<file path="src/rtl/binary_to_bcd_converter.sv">
// binary_to_bcd_converter: iterative double-dabble, unsigned binary in, packed BCD out.
// Result and overflow are held between conversions so a downstream display never
// shows intermediate values.
//
// Ports:
//   clock     in   rising-edge system clock
//   reset_n   in   asynchronous active-low reset
//   binary_in in   [BINARY_WIDTH-1:0] value, sampled when start is accepted
//   start     in   conversion request, accepted only while ready=1
//   ready     out  high in IDLE only
//   done      out  one-cycle pulse in the cycle bcd_out/overflow become valid
//   bcd_out   out  [4*DIGITS-1:0] packed BCD, digit 0 in [3:0]
//   overflow  out  last accepted value exceeded 10^DIGITS-1
//
// Build option: define BIN2BCD_SATURATE_EN to show an over-range value as all 9s;
// without it an over-range value is shown as all 4'hE.

module binary_to_bcd_converter #(
    parameter int BINARY_WIDTH = 14,
    parameter int DIGITS       = 4
) (
    input  logic                    clock,
    input  logic                    reset_n,
    input  logic [BINARY_WIDTH-1:0] binary_in,
    input  logic                    start,
    output logic                    ready,
    output logic                    done,
    output logic [4*DIGITS-1:0]     bcd_out,
    output logic                    overflow
);

    localparam int SW = 4 * DIGITS;
    localparam int CW = $clog2(BINARY_WIDTH + 1);

    function automatic longint unsigned pow10(input int n);
        longint unsigned p;
        p = 1;
        for (int i = 0; i < n; i++) begin
            p = p * 10;
        end
        return p;
    endfunction

    localparam longint unsigned MAX_VALUE = pow10(DIGITS) - 1;

`ifdef BIN2BCD_SATURATE_EN
    localparam logic [SW-1:0] OVF_PATTERN = {DIGITS{4'h9}};
`else
    localparam logic [SW-1:0] OVF_PATTERN = {DIGITS{4'hE}};
`endif

    localparam logic [1:0] ST_IDLE  = 2'd0;
    localparam logic [1:0] ST_SHIFT = 2'd1;
    localparam logic [1:0] ST_DONE  = 2'd2;

    logic [1:0]              r_state;
    logic [SW-1:0]           r_scratch;
    logic [BINARY_WIDTH-1:0] r_shift;
    logic [CW-1:0]           r_cnt;
    logic                    r_over;
    logic [SW-1:0]           r_bcd;
    logic                    r_overflow;

    logic                         w_over;
    logic [SW-1:0]                w_corr;
    logic [SW+BINARY_WIDTH-1:0]   w_cat;
    logic [SW+BINARY_WIDTH-1:0]   w_shifted;
    logic [SW-1:0]                w_next_scratch;

    // Compared at 64 bits so MAX_VALUE may exceed the input range.
    assign w_over = 64'(binary_in) > MAX_VALUE;

    // Add-3 on every digit >= 5, each digit independent (no inter-digit carry).
    always_comb begin
        w_corr = r_scratch;
        for (int d = 0; d < DIGITS; d++) begin
            if (r_scratch[4*d +: 4] >= 4'd5) begin
                w_corr[4*d +: 4] = r_scratch[4*d +: 4] + 4'd3;
            end
        end
    end

    // Top scratch bit falls off; that only happens for over-range inputs.
    assign w_cat          = {w_corr, r_shift};
    assign w_shifted      = w_cat << 1;
    assign w_next_scratch = w_shifted[SW+BINARY_WIDTH-1:BINARY_WIDTH];

    always_ff @(posedge clock or negedge reset_n) begin
        if (!reset_n) begin
            r_state    <= ST_IDLE;
            r_scratch  <= '0;
            r_shift    <= '0;
            r_cnt      <= '0;
            r_over     <= 1'b0;
            r_bcd      <= '0;
            r_overflow <= 1'b0;
        end else begin
            case (r_state)
                ST_IDLE: begin
                    if (start) begin
                        r_shift   <= binary_in;
                        r_scratch <= '0;
                        r_cnt     <= CW'(BINARY_WIDTH);
                        r_over    <= w_over;
                        r_state   <= ST_SHIFT;
                    end
                end
                ST_SHIFT: begin
                    r_scratch <= w_next_scratch;
                    r_shift   <= w_shifted[BINARY_WIDTH-1:0];
                    r_cnt     <= r_cnt - CW'(1);
                    if (r_cnt == CW'(1)) begin
                        // Publish on the final shift so the result is
                        // visible during the DONE cycle itself.
                        r_bcd      <= r_over ? OVF_PATTERN : w_next_scratch;
                        r_overflow <= r_over;
                        r_state    <= ST_DONE;
                    end
                end
                ST_DONE: begin
                    r_state <= ST_IDLE;
                end
                default: begin
                    r_state <= ST_IDLE;
                end
            endcase
        end
    end

    assign ready    = (r_state == ST_IDLE);
    assign done     = (r_state == ST_DONE);
    assign bcd_out  = r_bcd;
    assign overflow = r_overflow;

endmodule

</file>
<file path="config.mk">
export PLATFORM = sky130hd
export DESIGN_NAME = binary_to_bcd_converter
export DESIGN_NICKNAME = d
export VERILOG_FILES = /design/src/rtl/binary_to_bcd_converter.sv
export SDC_FILE = /design/constraint.sdc
export NUM_CORES = 1
export LEC_CHECK = 0
export ABC_AREA = 1
export BUFFER_PORTS_ARGS = -buffer_cell sky130_fd_sc_hd__buf_2
export CAP_MARGIN = 20
export CORE_ASPECT_RATIO = 2
export CORE_MARGIN = 4
export CORE_UTILIZATION = 61
export DETAILED_ROUTE_END_ITERATION = 8
export PLACE_DENSITY_LB_ADDON = 0.05
export SLEW_MARGIN = 15
export SYNTH_ARGS = -nofsm -noshare
export SYNTH_HDL_FRONTEND = slang
export SYNTH_SLANG_ARGS = --single-unit
</file>
<file path="constraint.sdc">
create_clock -name clock -period 2.6 [get_ports clock]
set_input_delay 0.13 -clock clock [delete_from_list [all_inputs] [get_ports clock]]
set_output_delay 0.13 -clock clock [all_outputs]
set_load 0.1 [all_outputs]
</file>
# ---- Word-level counts from Yosys, hierarchy flattened
# Cells that the tools add are included.
dict set report totals {
  output_inout_bits 19
  input_bits 17
  elab_cells 42
  reg_bits 54
}
dict set report op_classes {
  n_eq_ne 5
  order_cmp 5
  n_addsub 5
  mux 14
  reduce_logical 6
}
# operator n
set op_table {}
lappend op_table {{2-to-1 mux 16 bit} 2}
lappend op_table {{one-hot mux 16 bit (2 select lines)} 1}
lappend op_table {{one-hot mux 14 bit (2 select lines)} 1}
lappend op_table {{>= comparator 4 x 3 -> 1 bit (second input constant)} 4}
lappend op_table {{2-to-1 mux 4 bit} 4}
lappend op_table {{> comparator 14 bit (second input constant)} 1}
lappend op_table {{2-to-1 mux 14 bit} 1}
lappend op_table {{adder 4 x 2 -> 4 bit (second input constant)} 3}
lappend op_table {{one-hot mux 4 bit (2 select lines)} 1}
lappend op_table {{AND reduction 2 bit} 4}
lappend op_table {{== test 4 x 1 -> 1 bit (second input constant)} 1}
lappend op_table {{2-to-1 mux 2 bit} 2}
lappend op_table {{!= test 2 bit (second input constant)} 2}
lappend op_table {{one-hot mux 2 bit (2 select lines)} 1}
lappend op_table {{subtractor 4 x 1 -> 4 bit (second input constant)} 1}
lappend op_table {{adder 3 x 2 -> 3 bit (second input constant)} 1}
lappend op_table {{2-to-1 mux 3 bit} 1}
lappend op_table {{== test 2 x 1 -> 1 bit (second input constant)} 1}
lappend op_table {{== test 2 bit (second input constant)} 1}
lappend op_table {{zero test 2 bit} 1}
lappend op_table {{nonzero test 2 bit} 1}

# ---- Depth between registers and ports, before layout
# Gate-level depths: netlist (run 1).
dict set report depth {
  ltp_word 3
  depth_mapped 9
  mapped_depth_nobuf 9
}

# ---- Worst setup path before layout (run 1)
# No wires, ideal clock.
dict set report synth_path {
  kind {register to register}
  startpoint {register r_state[0]}
  endpoint {register r_scratch[10]}
  arrival_ns 1.977
  path_slack_ns 0.488
  synth_period_minus_slack_ns 2.112
  path_stages_with_launch 8
  n_path_buf 1
  setup_ns 0.135
  required_time_ns 2.465
  cell_sequence {dfrtp_1 -> nor2_2 -> nand2_2 -> nand2_2 -> inv_2 -> buf_4 -> nand2_1 -> o21ai_0}
}
dict set report synth_between {
  elab_chain_cells 3
  word_cells_on_any_way 6
  classes_between {eq/ne (2); mux (1); reduce/logical (3)}
}
# element line
set synth_rtl {}
lappend synth_rtl {{from (decl)} 56} ;# logic [1:0] r_state;
lappend synth_rtl {{from (signal assigned)} 90} ;# r_state <= ST_IDLE;
lappend synth_rtl {{from (signal assigned)} 105} ;# r_state <= ST_SHIFT;
lappend synth_rtl {{from (signal assigned)} 117} ;# r_state <= ST_DONE;
lappend synth_rtl {{zero test 2 bit *} --}
lappend synth_rtl {{via ready} 26} ;# output logic ready,
lappend synth_rtl {{!= test 2 bit (no line) or nonzero test 2 bit (tied branches)} --}
lappend synth_rtl {{AND reduction 2 bit (no line)} --}
lappend synth_rtl {{to (signal assigned)} 109} ;# r_scratch <= w_next_scratch;
lappend synth_rtl {{to (decl)} 57} ;# logic [SW-1:0] r_scratch;
# Mark *: on every way through the listed nets, which the timed path passes. The rest lies on a longest branch.
# A chain may end at the register's enable or synchronous reset.

# ---- Final worst setup path (run 1)
dict set report layout_path {
  startpoint {register r_state[1]}
  endpoint {register r_bcd[5] (netlist: bcd_out[5])}
}
dict set report layout_between {
  elab_chain_cells 2
}
# element line
set layout_rtl {}
lappend layout_rtl {{== test 2 x 1 -> 1 bit} 98} ;# case (r_state)
lappend layout_rtl {{AND reduction 2 bit (no line)} --}
lappend layout_rtl {{to (signal assigned)} 115} ;# r_bcd <= r_over ? OVF_PATTERN : w_next_scratch;
lappend layout_rtl {{to (decl)} 61} ;# logic [SW-1:0] r_bcd;
# Every way passes these cells.

==> out/qor.yml, run 1 <==
status:
  status: "finished clean"
worst_hold_path:
  min_path_type: "in -> reg"
  min_path_cells: 3
  min-delay-start: "binary_in[0]"
  holdPathEnd: "r_shift[0]"
job:
  maxCapViolations: 0
grt:
  grt_first_pass_wirelength_um: 9490
  antenna_found_initial: 0
  overflow: 0
  first_global_vias: 2132
  grt_max_degree: 35
  grtUsageTotal_pct: 23.6
cts:
  clk_pin_slew_ps: 100
  root_buffer: "clkbuf_8"
  clockBufferDepth: 2
  htree_levels: 2
  cts_made_buffers: 5
  cts_tree: "yes"
  hold_buffers: 1
  clk_latency_ps: 310
  post_cts_buffers: 0
  clock-sinks: 54
  cts_resized: 0
cells_and_area:
  fill_cells: 365
  n_antenna_cell: 0
  multiInputGateArea_mm2: 0.00107
  drive_above_1_share_pct: 16.8
  area.growth.synth_to_final_pct: 13.3
  final_nets: 372
  seq_area_mm2: 0.00135
yosys:
  synth.net_count: 335
  yosysMostFrequentCell: "nand2_1"
  synth_top_family_by_area: "simple AND/OR/NAND/NOR gates"
  yosysTopAreaCellShare_pct: 52.0
  synth_adder_area_share_pct: 4.82
  async_flop_share_pct: 100
  synth_cell_types: 25
  synth_compound_area_share_pct: 10.5
  synth.area.mux_share_pct: 0
  ys.flop_type: "dfrtp_1"
  netlist_top_cells_count: "nand2_1, dfrtp_1, inv_1, nor2_1, o21ai_0"
  syn_inst: 308
  yosysTopAreaCell: "dfrtp_1"
  yosysSeqAreaShare_pct: 52.0
  ys_warn_count: 0
  synth.avg_cell_area_um2: 8.43
  ys_top_cells_by_area: "dfrtp_1, nand2_1, ha_1"
  synth_edf_count: 0
  netlist_area_mm2: 0.00260
  yosys.area_share.simple_pct: 25.7
  synth-seq-cells: 54
  synth_xor_area_share_pct: 0
timing:
  fin_crit_sh_pct: 66.8
  rsz0062_at_grt: "no"
  slew_headroom_pct: 48.5
  period_needed_ps: 1740
  slew_viol_final: 0
  tightest_slew_ps: 772
  hold_viol: 0
  tns_ps: 0
  setup_viol: 0
  skew_ps: 10.2
  timing.fmax_mhz: 576
drt:
  drt_iter0_markers: 39
  num_vias: 2190
  drt-vias-per-instance: 5.50
  routed_wl_um: 5630
  firstDrtPassIters: 4
  remaining_drc_errors: 0
  ant_nets: 0
  wl_per_cell_um: 14.1
floorplan:
  initial_core_util_pct: 62.9
  dieArea_mm2: 0.00543
  rows: 33
  ioPinCount: 36
  die_y_um: 100
  coreArea_mm2: 0.00413
  fp.dieW_um: 54.1
place:
  gp_congestion: 0.816
  dp_hpwl_um: 4130
  port_buffers: 35
critical_path:
  timing.rr.end: "bcd_out[5]"
  arrival_ps: 1930
  worstSetupPathType: "reg -> reg"
  end_kind: "flop"
  worstSetupStartpointType: "flop"
  cp-startpoint: "r_state[1]"
  r2r_slack_ps: 860
  crit_required_ps: 2800
  r2r-start: "r_state[1]"
  crit_fanout: 20
  reg2regPathDepth: 6
==> layout make-up <==
type | count | area share, %
clock buffers | 6 | 2.81
clock inverters | 2 | 2.04
inverters | 31 | 4.00
multi-input cells | 215 | 36.2
flip-flops and latches | 54 | 45.9
well taps | 52 | 2.21
repair buffers | 38 | 6.80
==> worst max-delay path by stage <==
stage / slack, ps / endpoint / cells past startpoint
global placement: 920 / bcd_out[2] / 6
CTS: 830 / bcd_out[5] / 6
detailed placement: 850 / bcd_out[5] / 6
finish: 860 / bcd_out[5] / 6
floorplan: 490 / r_scratch[10] / 7
global route: 670 / bcd_out[14] / 6
==> cells by family (layout without fill, tap and decap cells) <==
logic type	count (synthesis)	after routing
flip-flops	54	54
adder cells (fa/ha/maj)	10	10
buffers and inverters	39	77
AO/OA/AOI/OAI	48	48
AND/OR/NAND/NOR	157	157
==> critical path: stages (launching register included) <==
cell	delay [ps]
dfrtp_1	400
inv_1	90
nand2_2	190
inv_2	360
nand3_4	190
nor2_8	270
a21oi_1	120
==> layer usage <==
metal	track usage (%)	wire length [um]	share of wire, %	up-vias
li1	-	-	-	1064
met1	26.8	2150	38	1063
met2	42.8	3160	56	54
met3	3.57	223	4.0	9
met4	7.68	95	1.7	0
met5	0	0	0	-
==> state kept, by name, indices dropped and copies added, names as in the netlist <==
register	count
overflow	1
r_cnt	4
r_over	1
r_shift	14
bcd_out	16
r_state	2
r_scratch	16
==> cell usage in the layout (no fill, tap or decap), types with 3 or more instances in the layout <==
cell and count:
a21oi_2 3, o22ai_1 5, nand3_1 16, nand4_1 7, a21oi_1 10, clkbuf_8 6, nor2_1 25, ha_1 10
dfrtp_1 54, o21ai_0 25, buf_2 35, nand2_1 103, inv_1 28, nand2_2 3
==> stage by stage <==
step | setup slack [ps] | cell area (um2) | utilization (%) | instances | hold slack, ps
6_report | 863 | 2940 | 71.3 | 398 | 16.4
5_1_grt | 672 | 2940 | 71.3 | 398 | 40.5
4_1_cts | 831 | 2940 | 71.3 | 398 | 14.7
3_5_place_dp | 845 | 2790 | 67.6 | 389 | 236
3_3_place_gp | 915 | 2790 | 67.6 | 389 | 233
2_1_floorplan | 488 | 2600 | - | 308 | -166
Power of run 1 is left out: the tool's default activity adds up to more than one toggle a clock period on the data nets, which glitch-free logic cannot reach.
==> run 2, diff against run 1 <==
- CORE_UTILIZATION: 61 -> 57
- clock period: 2.6 -> 1.65 ns (I/O delays scaled with it)
==> out/qor.yml, run 2 (synthesis results as in run 1) <==
cells_and_area:
  drive_above_1_share_pct: 16.8  # about the same
  layout_commonest_cell: "nand2_1"  # unchanged
  fill_cells: 385  # was 365
  area.growth.synth_to_final_pct: 14.5  # was 13.3%
  multiInputGateArea_mm2: 0.00108  # was 0.00107 mm2
  layout_common_cells: "nand2_1, dfrtp_1, buf_2"  # unchanged
  final_nets: 377  # was 372
  fin_util_pct: 67.9  # was 71.3%
  fin_cells: 405  # was 398
  n_antenna_cell: 0  # unchanged
  seq_area_mm2: 0.00135  # unchanged
worst_hold_path:
  holdPathEnd: "r_shift[10]"  # was r_shift[0]
  min_path_cells: 3  # unchanged
  min-delay-start: "binary_in[10]"  # was binary_in[0]
  min_path_type: "in -> reg"  # unchanged
drt:
  firstDrtPassIters: 4  # unchanged
  routed_wl_um: 5450  # was 5630 um
  drt-vias-per-instance: 5.33  # was 5.50
  ant_nets: 0  # unchanged
  remaining_drc_errors: 0  # unchanged
  wl_per_cell_um: 13.5  # was 14.1 um
  num_vias: 2160  # was 2190
  drt_iter0_markers: 61  # was 39
grt:
  top_usage_layer: "met2"  # unchanged
  overflow: 0  # unchanged
  grt_util_met3_pct: 2.98  # was 3.57%
  gr-usage-met2_pct: 40.7  # was 42.8%
  grt_max_degree: 55  # was 35
  grt_first_pass_wirelength_um: 9650  # was 9490 um
  met1_usage_pct: 23.4  # was 26.8%
  grtUsageTotal_pct: 21.1  # was 23.6%
  antenna_found_initial: 0  # unchanged
  first_global_vias: 2192  # was 2132
timing:
  setup_viol: 0  # unchanged
  hold_viol: 0  # unchanged
  tightest_slew_ps: 494  # was 772 ps
  slew_viol_final: 0  # unchanged
  fin_crit_sh_pct: 87.4  # was 66.8%
  timing.fmax_mhz: 694  # was 576 MHz
  rsz0062_at_grt: "no"  # unchanged
  skew_ps: 10.8  # was 10.2 ps
  period_needed_ps: 1440  # was 1740 ps
  slew_headroom_pct: 67.3  # was 48.5%
floorplan:
  ioPinCount: 36  # unchanged
  coreArea_mm2: 0.00438  # was 0.00413 mm2
  dieArea_mm2: 0.00577  # was 0.00543 mm2
  rows: 34  # was 33
  fp.dieW_um: 55.7  # was 54.1 um
  die_y_um: 103  # was 100 um
  initial_core_util_pct: 59.3  # was 62.9%
cts:
  clk_latency_ps: 300  # was 310 ps
  cts_tree: "yes"  # unchanged
  root_buffer: "clkbuf_8"  # unchanged
  htree_levels: 2  # unchanged
  clk_pin_slew_ps: 100  # about the same
  clockBufferDepth: 2  # unchanged
  clock-sinks: 54  # unchanged
  cts_made_buffers: 5  # unchanged
place:
  port_buffers: 35  # unchanged
  gp_congestion: 0.825  # was 0.816
  dp_hpwl_um: 3960  # was 4130 um
  dp_cells: 392  # was 389
critical_path:
  end_kind: "flop"  # unchanged
  worstSetupStartpointType: "flop"  # unchanged
  reg2regPathDepth: 7  # was 6
  arrival_ps: 1630  # was 1930 ps
  timing.rr.end: "r_cnt[3]"  # was bcd_out[5]
  crit_fanout: 19  # was 20
  r2r_slack_ps: 210  # was 860 ps
  crit_required_ps: 1830  # was 2800 ps
  r2r-start: "r_state[1]"  # unchanged
  worstSetupPathType: "reg -> reg"  # unchanged
status:
  status: "finished clean"  # unchanged
job:
  maxCapViolations: 0  # unchanged
[run 2: what timing repair did]
action                    in CTS  in global routing
setup buffers                  0                  0
hold buffers                   5                  0
hold endpoints to repair      58                  0
gates resized for setup        0                  0
[run 2: worst max-delay path by stage]
stage	to	slack (ps)	cells after the start	from
after floorplan	r_scratch[10]	-20	7	r_state[0]
after global placement	r_cnt[3]	250	7	r_state[1]
after detailed placement	r_cnt[3]	210	7	r_state[1]
after CTS	r_cnt[3]	200	7	r_state[1]
after global routing	r_cnt[3]	5	7	r_state[1]
final	r_cnt[3]	210	7	r_state[1]
[run 2: cell type report]
type / count / share of cell area (%)
Clock buffer: 7 / 2.90
Clock inverter: 1 / 0.168
Inverter: 31 / 4.04
Multi-Input combinational cell: 215 / 36.4
Sequential cell: 54 / 45.4
Tap cell: 54 / 2.27
Timing Repair Buffer: 43 / 8.75
[run 2: metal layers]
metal | wire length [um] | vias to the layer above
met4 | 94 | 0
li1 | - | 1071
met2 | 3010 | 42
met1 | 2170 | 1038
met5 | 0 | -
met3 | 182 | 9
[run 2: metrics by stage]
stage | hold slack (ps) | TNS [ps] | instance area, um2 | worst slack [ps]
after floorplan | -213 | -94.7 | 2620 | -17.4
after global placement | 99.9 | 0 | 2830 | 250
after detailed placement | 97.1 | 0 | 2830 | 214
after CTS | 6.86 | 0 | 2970 | 196
after global routing | 14.9 | 0 | 2970 | 5.01
final | 10.9 | 0 | 2970 | 208
[run 2: critical path, cell delays in order, from the launching register on]
cell     delay, ps
dfrtp_1        410
inv_1          110
nand2_2        130
inv_2          110
buf_4          240
nand4_1        130
o21ai_0         90
o21ai_0        110
Power of run 2 is left out for the same reason.
==> run 3, diff against run 2 <==
- CORE_UTILIZATION: 57 -> 50
==> out/qor.yml, run 3 (synthesis results as in run 1) <==
cells_and_area:
  area.growth.synth_to_final_pct: 15.8  # was 14.5%
  n_antenna_cell: 0  # unchanged
  multiInputGateArea_mm2: 0.00108  # unchanged
  drive_above_1_share_pct: 16.7  # was 16.8%
  seq_area_mm2: 0.00135  # unchanged
  layout_common_cells: "nand2_1, dfrtp_1, buf_2"  # unchanged
  layout_commonest_cell: "nand2_1"  # unchanged
  fill_cells: 483  # was 385
  final_nets: 380  # was 377
floorplan:
  ioPinCount: 36  # unchanged
  die_y_um: 110  # was 103 um
  dieArea_mm2: 0.00648  # was 0.00577 mm2
  initial_core_util_pct: 52.4  # was 59.3%
  rows: 36  # was 34
  coreArea_mm2: 0.00495  # was 0.00438 mm2
  fp.dieW_um: 59.0  # was 55.7 um
cts:
  root_buffer: "clkbuf_8"  # unchanged
  htree_levels: 2  # unchanged
  cts_resized: 0  # unchanged
  cts_made_buffers: 5  # unchanged
  clk_latency_ps: 310  # was 300 ps
  cts_tree: "yes"  # unchanged
  clk_pin_slew_ps: 90  # was 100 ps
  post_cts_buffers: 0  # unchanged
  clock-sinks: 54  # unchanged
  clockBufferDepth: 2  # unchanged
  hold_buffers: 8  # was 5
critical_path:
  crit_required_ps: 1570  # was 1830 ps
  worstSetupStartpointType: "flop"  # unchanged
  reg2regPathDepth: 7  # unchanged
  crit_fanout: 3  # was 19
  end_kind: "primary output"  # was flop
  worstSetupPathType: "reg -> out"  # was reg -> reg
  arrival_ps: 1350  # was 1630 ps
grt:
  top_usage_layer: "met2"  # unchanged
  grt_util_met3_pct: 4.35  # was 2.98%
  grtUsageTotal_pct: 20.5  # was 21.1%
  grt_max_degree: 55  # unchanged
  first_global_vias: 2253  # was 2192
  antenna_found_initial: 0  # unchanged
  overflow: 0  # unchanged
  grt_first_pass_wirelength_um: 10000  # was 9650 um
  met1_usage_pct: 22.0  # was 23.4%
  gr-usage-met2_pct: 38.2  # was 40.7%
drt:
  num_vias: 2172  # was 2160
  routed_wl_um: 5780  # was 5450 um
  drt_iter0_markers: 83  # was 61
  firstDrtPassIters: 5  # was 4
  wl_per_cell_um: 14.1  # was 13.5 um
  ant_nets: 0  # unchanged
  remaining_drc_errors: 0  # unchanged
  drt-vias-per-instance: 5.28  # was 5.33
place:
  port_buffers: 35  # unchanged
  dp_hpwl_um: 4180  # was 3960 um
  pre_cts_slack_ps: 236  # was 214 ps
  gp_congestion: 0.773  # was 0.825
worst_hold_path:
  min_path_type: "in -> reg"  # unchanged
  min_path_cells: 3  # unchanged
timing:
  fin_crit_sh_pct: 86.7  # was 87.4%
  setup_viol: 0  # unchanged
  slew_viol_final: 0  # unchanged
  timing.fmax_mhz: 699  # was 694 MHz
  hold_viol: 0  # unchanged
  tightest_slew_ps: 494  # about the same
  worst_slack_ps: 219  # was 208 ps
  period_needed_ps: 1430  # was 1440 ps
  skew_ps: 8.29  # was 10.8 ps
  rsz0062_at_grt: "no"  # unchanged
  slew_headroom_pct: 67.3  # about the same
job:
  maxCapViolations: 0  # unchanged
status:
  status: "finished clean"  # unchanged
[run 3: cell types whose count changed in the layout (fill, tap and decap cells not counted), sizes merged]
cell and change:
dlygate4sd3 +3
[run 3: cell type report]
cell class | instances | area share, %
Sequential cell | 54 | 44.9
Multi-Input combinational cell | 215 | 36.0
Timing Repair Buffer | 46 | 9.65
Inverter | 31 | 3.99
Clock buffer | 7 | 2.87
Tap cell | 57 | 2.37
Clock inverter | 1 | 0.166
[run 3: worst paths after layout]
kind	from	endpoint	slack, ps
setup / recovery	r_state[0]	ready	220
hold / removal	binary_in[8]	r_shift[8]	5
setup reg to reg	r_state[1]	r_cnt[3]	230
hold reg to reg	r_shift[0]	r_shift[0]	480
max in group asynchronous	reset_n	r_scratch[11]	1100
min in group asynchronous	reset_n	r_scratch[14]	280
[run 3: stage by stage]
step / instance area [um2] / hold slack, ps / utilization, % / setup TNS (ps) / cells
after floorplan: 2620 / -213 / - / -94.7 / 308
after global placement: 2840 / 102 / 57.2 / 0 / 395
after detailed placement: 2840 / 100 / 57.2 / 0 / 395
after CTS: 3010 / 1.98 / 60.7 / 0 / 411
after global routing: 3010 / 9.81 / 60.7 / 0 / 411
final: 3010 / 5.30 / 60.7 / 0 / 411
[run 3: per-layer routing]
metal	vias to the layer above	wire length (um)
met2	37	3290
met1	1047	2220
met4	0	70
met3	6	194
met5	-	0
li1	1082	-
[run 3: worst max-delay path, stage by stage, from the launching register on]
cell and delay, ps:
dfrtp_1 440, nor2_4 160, buf_2 440
Power of run 3 is left out for the same reason.
